File: src/rtl/mul_operand_sequencer.sv
// Feeds operand pairs to the repeated-addition multiplier (start, A, B on one bus) and returns its product; 4+N cycles accept-to-result.
// One job in flight: in_ready only in IDLE, result held while out_ready=0. `MUL_ZERO_BYPASS_EN answers zero operands without the multiplier.
module mul_operand_sequencer #(
  parameter int W       = 16,
  parameter int TIMEOUT = 1024
) (
  input  logic         clk,
  input  logic         rst,
  input  logic         in_valid,
  output logic         in_ready,
  input  logic [W-1:0] in_a,
  input  logic [W-1:0] in_b,
  output logic         out_valid,
  input  logic         out_ready,
  output logic [W-1:0] out_product,
  output logic         out_timeout,
  output logic         busy,
  output logic         mul_start,
  output logic [W-1:0] mul_data,
  output logic         mul_clr,
  input  logic         mul_done,
  input  logic [W-1:0] mul_product
);

  localparam int CW = $clog2(TIMEOUT);
  localparam logic [CW-1:0] TERM = CW'(TIMEOUT - 1);

  typedef enum logic [2:0] {
    IDLE,
    START,
    LOAD_A,
    LOAD_B,
    WAIT,
    HOLD,
    CLEAR
  } state_t;

  state_t        state, state_nxt;
  logic [W-1:0]  a_q, b_q;
  logic [CW-1:0] cnt_q;
  logic [W-1:0]  prod_q;
  logic          to_q;

`ifdef MUL_ZERO_BYPASS_EN
  logic byp_q;
  logic zero_in;
  assign zero_in = (in_a == '0) || (in_b == '0);
`endif

  always_ff @(posedge clk) begin
    if (rst) begin
      state  <= IDLE;
      a_q    <= '0;
      b_q    <= '0;
      cnt_q  <= '0;
      prod_q <= '0;
      to_q   <= 1'b0;
`ifdef MUL_ZERO_BYPASS_EN
      byp_q  <= 1'b0;
`endif
    end else begin
      state <= state_nxt;
      case (state)
        IDLE: begin
          if (in_valid) begin
            a_q <= in_a;
            b_q <= in_b;
`ifdef MUL_ZERO_BYPASS_EN
            byp_q <= zero_in;
            if (zero_in) begin
              prod_q <= '0;
              to_q   <= 1'b0;
            end
`endif
          end
        end
        LOAD_B: cnt_q <= '0;
        WAIT: begin
          cnt_q <= cnt_q + CW'(1);
          // done takes priority over a coincident terminal count
          if (mul_done) begin
            prod_q <= mul_product;
            to_q   <= 1'b0;
          end else if (cnt_q == TERM) begin
            prod_q <= '0;
            to_q   <= 1'b1;
          end
        end
        default: ;
      endcase
    end
  end

  always_comb begin
    state_nxt = state;
    in_ready  = 1'b0;
    mul_start = 1'b0;
    mul_data  = '0;
    mul_clr   = rst;
    out_valid = 1'b0;
    case (state)
      IDLE: begin
        if (in_valid) begin
`ifdef MUL_ZERO_BYPASS_EN
          state_nxt = zero_in ? HOLD : START;
`else
          state_nxt = START;
`endif
        end
      end
      START:  state_nxt = LOAD_A;
      LOAD_A: state_nxt = LOAD_B;
      LOAD_B: state_nxt = WAIT;
      WAIT: begin
        if (mul_done || (cnt_q == TERM)) state_nxt = HOLD;
      end
      HOLD: begin
        if (out_ready) begin
`ifdef MUL_ZERO_BYPASS_EN
          state_nxt = byp_q ? IDLE : CLEAR;
`else
          state_nxt = CLEAR;
`endif
        end
      end
      CLEAR:   state_nxt = IDLE;
      default: state_nxt = IDLE;
    endcase
    // reset forces every handshake and bus output quiet, whatever state is held
    if (!rst) begin
      case (state)
        IDLE:    in_ready  = 1'b1;
        START:   mul_start = 1'b1;
        LOAD_A:  mul_data  = a_q;
        LOAD_B:  mul_data  = b_q;
        HOLD:    out_valid = 1'b1;
        CLEAR:   mul_clr   = 1'b1;
        default: ;
      endcase
    end
  end

  assign busy        = (state != IDLE);
  assign out_product = rst ? '0 : prod_q;
  assign out_timeout = rst ? 1'b0 : to_q;

endmodule

File: config.mk
export PLATFORM = sky130hd
export DESIGN_NAME = mul_operand_sequencer
export DESIGN_NICKNAME = d
export VERILOG_FILES = /design/src/rtl/mul_operand_sequencer.sv
export SDC_FILE = /design/constraint.sdc
export NUM_CORES = 1
export LEC_CHECK = 0
export BUFFER_PORTS_ARGS = -buffer_cell sky130_fd_sc_hd__buf_2
export CAP_MARGIN = 20
export CORE_MARGIN = 2
export CORE_UTILIZATION = 50
export CTS_CLUSTER_SIZE = 30
export DETAILED_ROUTE_END_ITERATION = 16
export GPL_TIMING_DRIVEN = 1
export PLACE_DENSITY = 0.79
export SLEW_MARGIN = 5
export SYNTH_ARGS = -nofsm -noshare
export SYNTH_HDL_FRONTEND = slang
export SYNTH_SLANG_ARGS = --single-unit
File: constraint.sdc
create_clock -name clk -period 2.8 [get_ports clk]
set_clock_uncertainty 0.15 [all_clocks]
set_input_delay 0.14 -clock clk [delete_from_list [all_inputs] [get_ports clk]]
set_output_delay 0.14 -clock clk [all_outputs]
set_load 0.02 [all_outputs]
Yosys cells after proc, flatten, opt, wreduce, memory -nomap -nowiden
Index checks and enable logic that the tools add are counted.
W data, S select, Z words.
{"block": "totals", "regBits": 62, "latchBits": 0, "ramBits": 0, "romBits": 0, "input_bits": 53, "output_inout_bits": 38, "n_memories": 0}
{"block": "classes", "addsub": 1, "mul": 0, "div_mod_pow": 0, "n_lt_le_gt_ge": 0, "eq_ne": 10, "shift": 0, "mux": 21, "bitwise_logic": 0, "n_reduce_logical": 8}
{"op": "$mux W16", "count": 4}
{"op": "$pmux W16 S2", "count": 1}
{"op": "$pmux W10 S2", "count": 1}
{"op": "$pmux W3 S6", "count": 1}
{"op": "$mux W1", "count": 11}
{"op": "$add A10 B1 Y10 const B", "count": 1}
{"op": "$eq A10 B10 Y1 const B", "count": 1}
{"op": "$eq A3 B3 Y1 const B", "count": 3}
{"op": "$mux W3", "count": 3}
{"op": "$eq A3 B2 Y1 const B", "count": 2}
{"op": "$ne A2 B2 Y1 const B", "count": 3}
{"op": "$reduce_and A2 Y1", "count": 2}
{"op": "$reduce_bool A2 Y1", "count": 2}
{"op": "$eq A3 B1 Y1 const B", "count": 1}
{"op": "$logic_not A3 Y1", "count": 1}
{"op": "$reduce_and A3 Y1", "count": 1}
{"op": "$reduce_bool A3 Y1", "count": 1}
{"op": "$logic_or A1 B1 Y1", "count": 1}

Logic depth before layout (Yosys ltp)
{"block": "depth", "depth_word": 4, "ltp_mapped": 6}

Least setup slack after synthesis
Ideal clock, no wire load.
{"block": "synth_timing", "kind": "register to output", "from": "register state[1]", "to": "output port mul_data[10]", "arrival_time_ns": 1.814, "t_required_ns": 2.510, "path_slack_ns": 0.696, "stages_incl_launch_ff": 6, "path_buffers": 2, "cell_sequence": "dfxtp_1 -> buf_2 -> nor3b_1 -> clkbuf_1 -> a22oi_1 -> nor2_1"}
{"block": "synth_between", "elab_chain_len": 3, "word_cells_on_any_way": 4}
{"element": "start, declared", "line_no": "38", "rtl": "state_t state, state_nxt;"}
{"element": "start signal, assigned", "line_no": "62", "rtl": "state <= state_nxt;"}
{"element": "$eq A3 B2 Y1", "line_no": "131", "rtl": "case (state)"}
{"element": "$pmux W16 S2 (*)", "line_no": "131"}
{"element": "$mux W16 (*)", "line_no": "130", "rtl": "if (!rst) begin"}
{"element": "end, declared", "line_no": "19", "rtl": "output logic [W-1:0] mul_data,"}
Mark *: on every way between the ends. The rest lies on a longest branch, timed or not.

Worst setup path in the final report
{"block": "layout_timing", "from": "register state[1]", "to": "output port mul_data[5]"}
Same word-level chain as after synthesis.

==> impl_metrics.csv <==
group,metric,value,unit
timing,fin_crit,2.44,ns
floorplan,fp-row-count,26,
place,hpwl,4.27,mm
power,swShare,27.8,%
layout,fin_nets,510,
power,internal_power,1.61,mW
layout,post_route_cells_drive_above_1_share,26.1,%
routing,first_pass_iters,5,
power,seqPwrFrac,44.9,%
synth,synth_top_area_share,45.9,%
routing,wl,7.57,mm
layout,area_delta_synth_final,44.1,%
timing,timing.final.crit_share,87.2,%
routing,vias_per_cell,5.45,
cts,clk_pin_slew,0.07,ns
critical_path,cp_max_fo,15,
power,power.leakage,1.62,nW
timing,max_slew_margin,32.1,%
timing,fmaxAchievable,0.409,GHz
cts,cts.sink_count,62,
critical_path,crit_family,"simple AND/OR/NAND/NOR gates",
timing,setup_viol,0,
grt,grt_pass1_vias,2746,
place,preCtsSetupSlack,0.445,ns
critical_path,worstSetupStartpointType,"flop",
synth,ys_warn_count,0,
critical_path,crit_path_end_kind,"output port",
grt,grt_use_met1,30.0,%
power,p_sw,620,µW
grt,antenna_found_initial,0,
layout,final_cell_mix,"buf_2 (90), nand2_1 (72), dfxtp_1 (62)",
grt,grt_max_degree,45,
cts,cts_tree,"done",
layout,antenna-diode-count,0,
status,status,"complete, no violations",
power,p_comb_share,18.9,%
routing,route.detailed.drc,0,
synth,synth_ff_type,"dfxtp_1",
floorplan,die-area,6010,µm²
layout,nFillCells,357,
synth,ys_ff_latch,62,
routing,vias,2886,
critical_path,slowest_delay,0.60,ns
floorplan,io_pins,91,
run,maxCapViolations,0,
layout,final-seq-area,1240,µm²
place,gp_congestion,0.791,
place,post_dp_cell_area,3200,µm²
synth,netlist_instances,328,
synth,avgSynthCellArea,8.24,µm²
routing,first_iter_violations,183,
power,p_clk_share,36.3,%
synth,synth_edf_count,0,
synth,yosysUniqueCellTypes,39,
critical_path,critPathBufInv,2,
critical_path,criticalPathCategory,"reg -> out",
timing,final_max_slew_viol_count,0,
layout,design_area,3900,µm²
timing,tightestPinTransition,1.01,ns
synth,yosys-top-cells-area,"dfxtp_1 (46%), nand2_1 (10%), a21oi_1 (7.4%)",
synth,synthArstFlopShare,0,%
grt,grt_overflow_total,0,
power,p_per_area,572,nW/µm²
cts,numCtsBuffers,9,
cts,cts_buffer_depth,2,
synth,yosysSeqAreaShare,45.9,%
floorplan,die_height,77.5,µm
layout,layout_commonest_cell,"buf_2",
layout,multi_input_area,1350,µm²
grt,grt_use_total,25.7,%
routing,antenna_left,0,
critical_path,crit_slowest_cell,"dfxtp_1",
critical_path,worst_ep_required_time,2.51,ns
grt,gr-usage-met3,6.05,%
grt,grt_pass1_wl,12.5,mm
grt,grt_use_met2,47.0,%
timing,hold_violations,0,
timing,fin_ws,0.358,ns
hold_path,hp-class,"in -> reg",
floorplan,start_util,52.3,%
routing,post_drt_wl_per_cell,14.3,µm
synth,synth_area,2700,µm²
timing,tns,0,ns
critical_path,critical_path_arrival,2.15,ns
synth,yosysTopAreaCell,"dfxtp_1",
cts,clkLatencyLatePin,0.32,ns
grt,busiest_layer,"met2",
power,power,2.23,mW
place,numPortBuffers,90,
critical_path,path_cells,"nor3b_2 -> buf_4 -> a22oi_1 -> nor2_1 -> buf_2",
synth,syn-num-nets,382,
cts,cts_root_buffer,"clkbuf_8",
cts,htree_levels,3,
floorplan,core_area,5170,µm²
floorplan,die_w,77.5,µm
layout,final_util,75.4,%
timing,rsz0062_at_grt,"false",
power,peakVddDrop,0.476,mV
cell type report:
cell class / instances / area share [%]
tap: 70 / 2.25
clock buffer: 12 / 4.24
sequential: 62 / 31.8
inverter: 2 / 0.193
clock inverter: 3 / 1.09
timing repair buffer: 146 / 25.8
multi-input combinational: 235 / 34.6
routing by layer:
layer | share of wire, % | vias up | wire length, µm
met5 | 0 | - | 0
met2 | 53 | 99 | 3990
met4 | 1.0 | 0 | 79
met1 | 40 | 1359 | 3060
li1 | - | 1418 | -
met3 | 5.7 | 10 | 433
worst paths after layout:
kind / from / endpoint / slack (ns) / depth (start not counted)
max: state[1] / mul_data[5] / 0.36 / 5
min: out_ready / state[0] / 0.02 / 4
max reg2reg: cnt_q[0] / prod_q[14] / 0.36 / 4
min reg2reg: a_q[10] / a_q[10] / 0.31 / 2
stage by stage:
step	cells	hold WS [ns]
finish	530	0.0209
global route	530	0.0380
CTS	530	0.00658
detailed placement	466	0.205
global placement	466	0.202
floorplan	328	0.0791
flip-flops by register name, indices dropped and copies added (netlist names):
| name | flops |
|---|---|
| a_q | 16 |
| b_q | 16 |
| cnt_q | 10 |
| prod_q | 16 |
| state | 3 |
| to_q | 1 |
worst reg2reg max path, cell delays in order, from the launching register on:
cell and delay, ns:
dfxtp_1 0.41, ha_1 0.27, nand4_1 0.22, or4_1 0.88, a32o_1 0.40
cells in the mapped netlist, drive strengths merged, types with 3 or more instances:
cell and instances:
nand2 72, dfxtp 62, a21oi 40, clkbuf 25, nor2 24, a22oi 16, a32o 16, nor2b 16
nand3 7, buf 4, nand2b 4, nor3b 4, or4 4, a311oi 3, nand4 3
cells by family (layout without fill, tap and decap cells):
kind of cell	count (synthesis)	after routing	synth area share, %
AOI/OAI and AO/OA	86	86	22.4
buffers and inverters	31	163	4.67
xor gates and xnor gates	1	1	0.324
muxes	2	2	0.833
DFF	62	62	45.9
adders and majority gates	1	1	0.463
and+or+nand+nor	145	145	25.5
repair_timing:
item / CTS / global route
hold endpoints to repair: 50 / 0
hold buffers: 49 / 0
resized for setup: 0 / 0
buffers inserted: 0 / 0
power by group through the flow:
stage                     logic (mW)  clock network, mW  registers (mW)
after floorplan                0.264                  0           0.996
after global placement         0.357                  0            1.01
after detailed placement       0.361                  0            1.02
after CTS                      0.414              0.822            1.00
after global routing           0.467              0.872            1.01
final                          0.421              0.809            1.00
(Power assumes the default switching activity.)
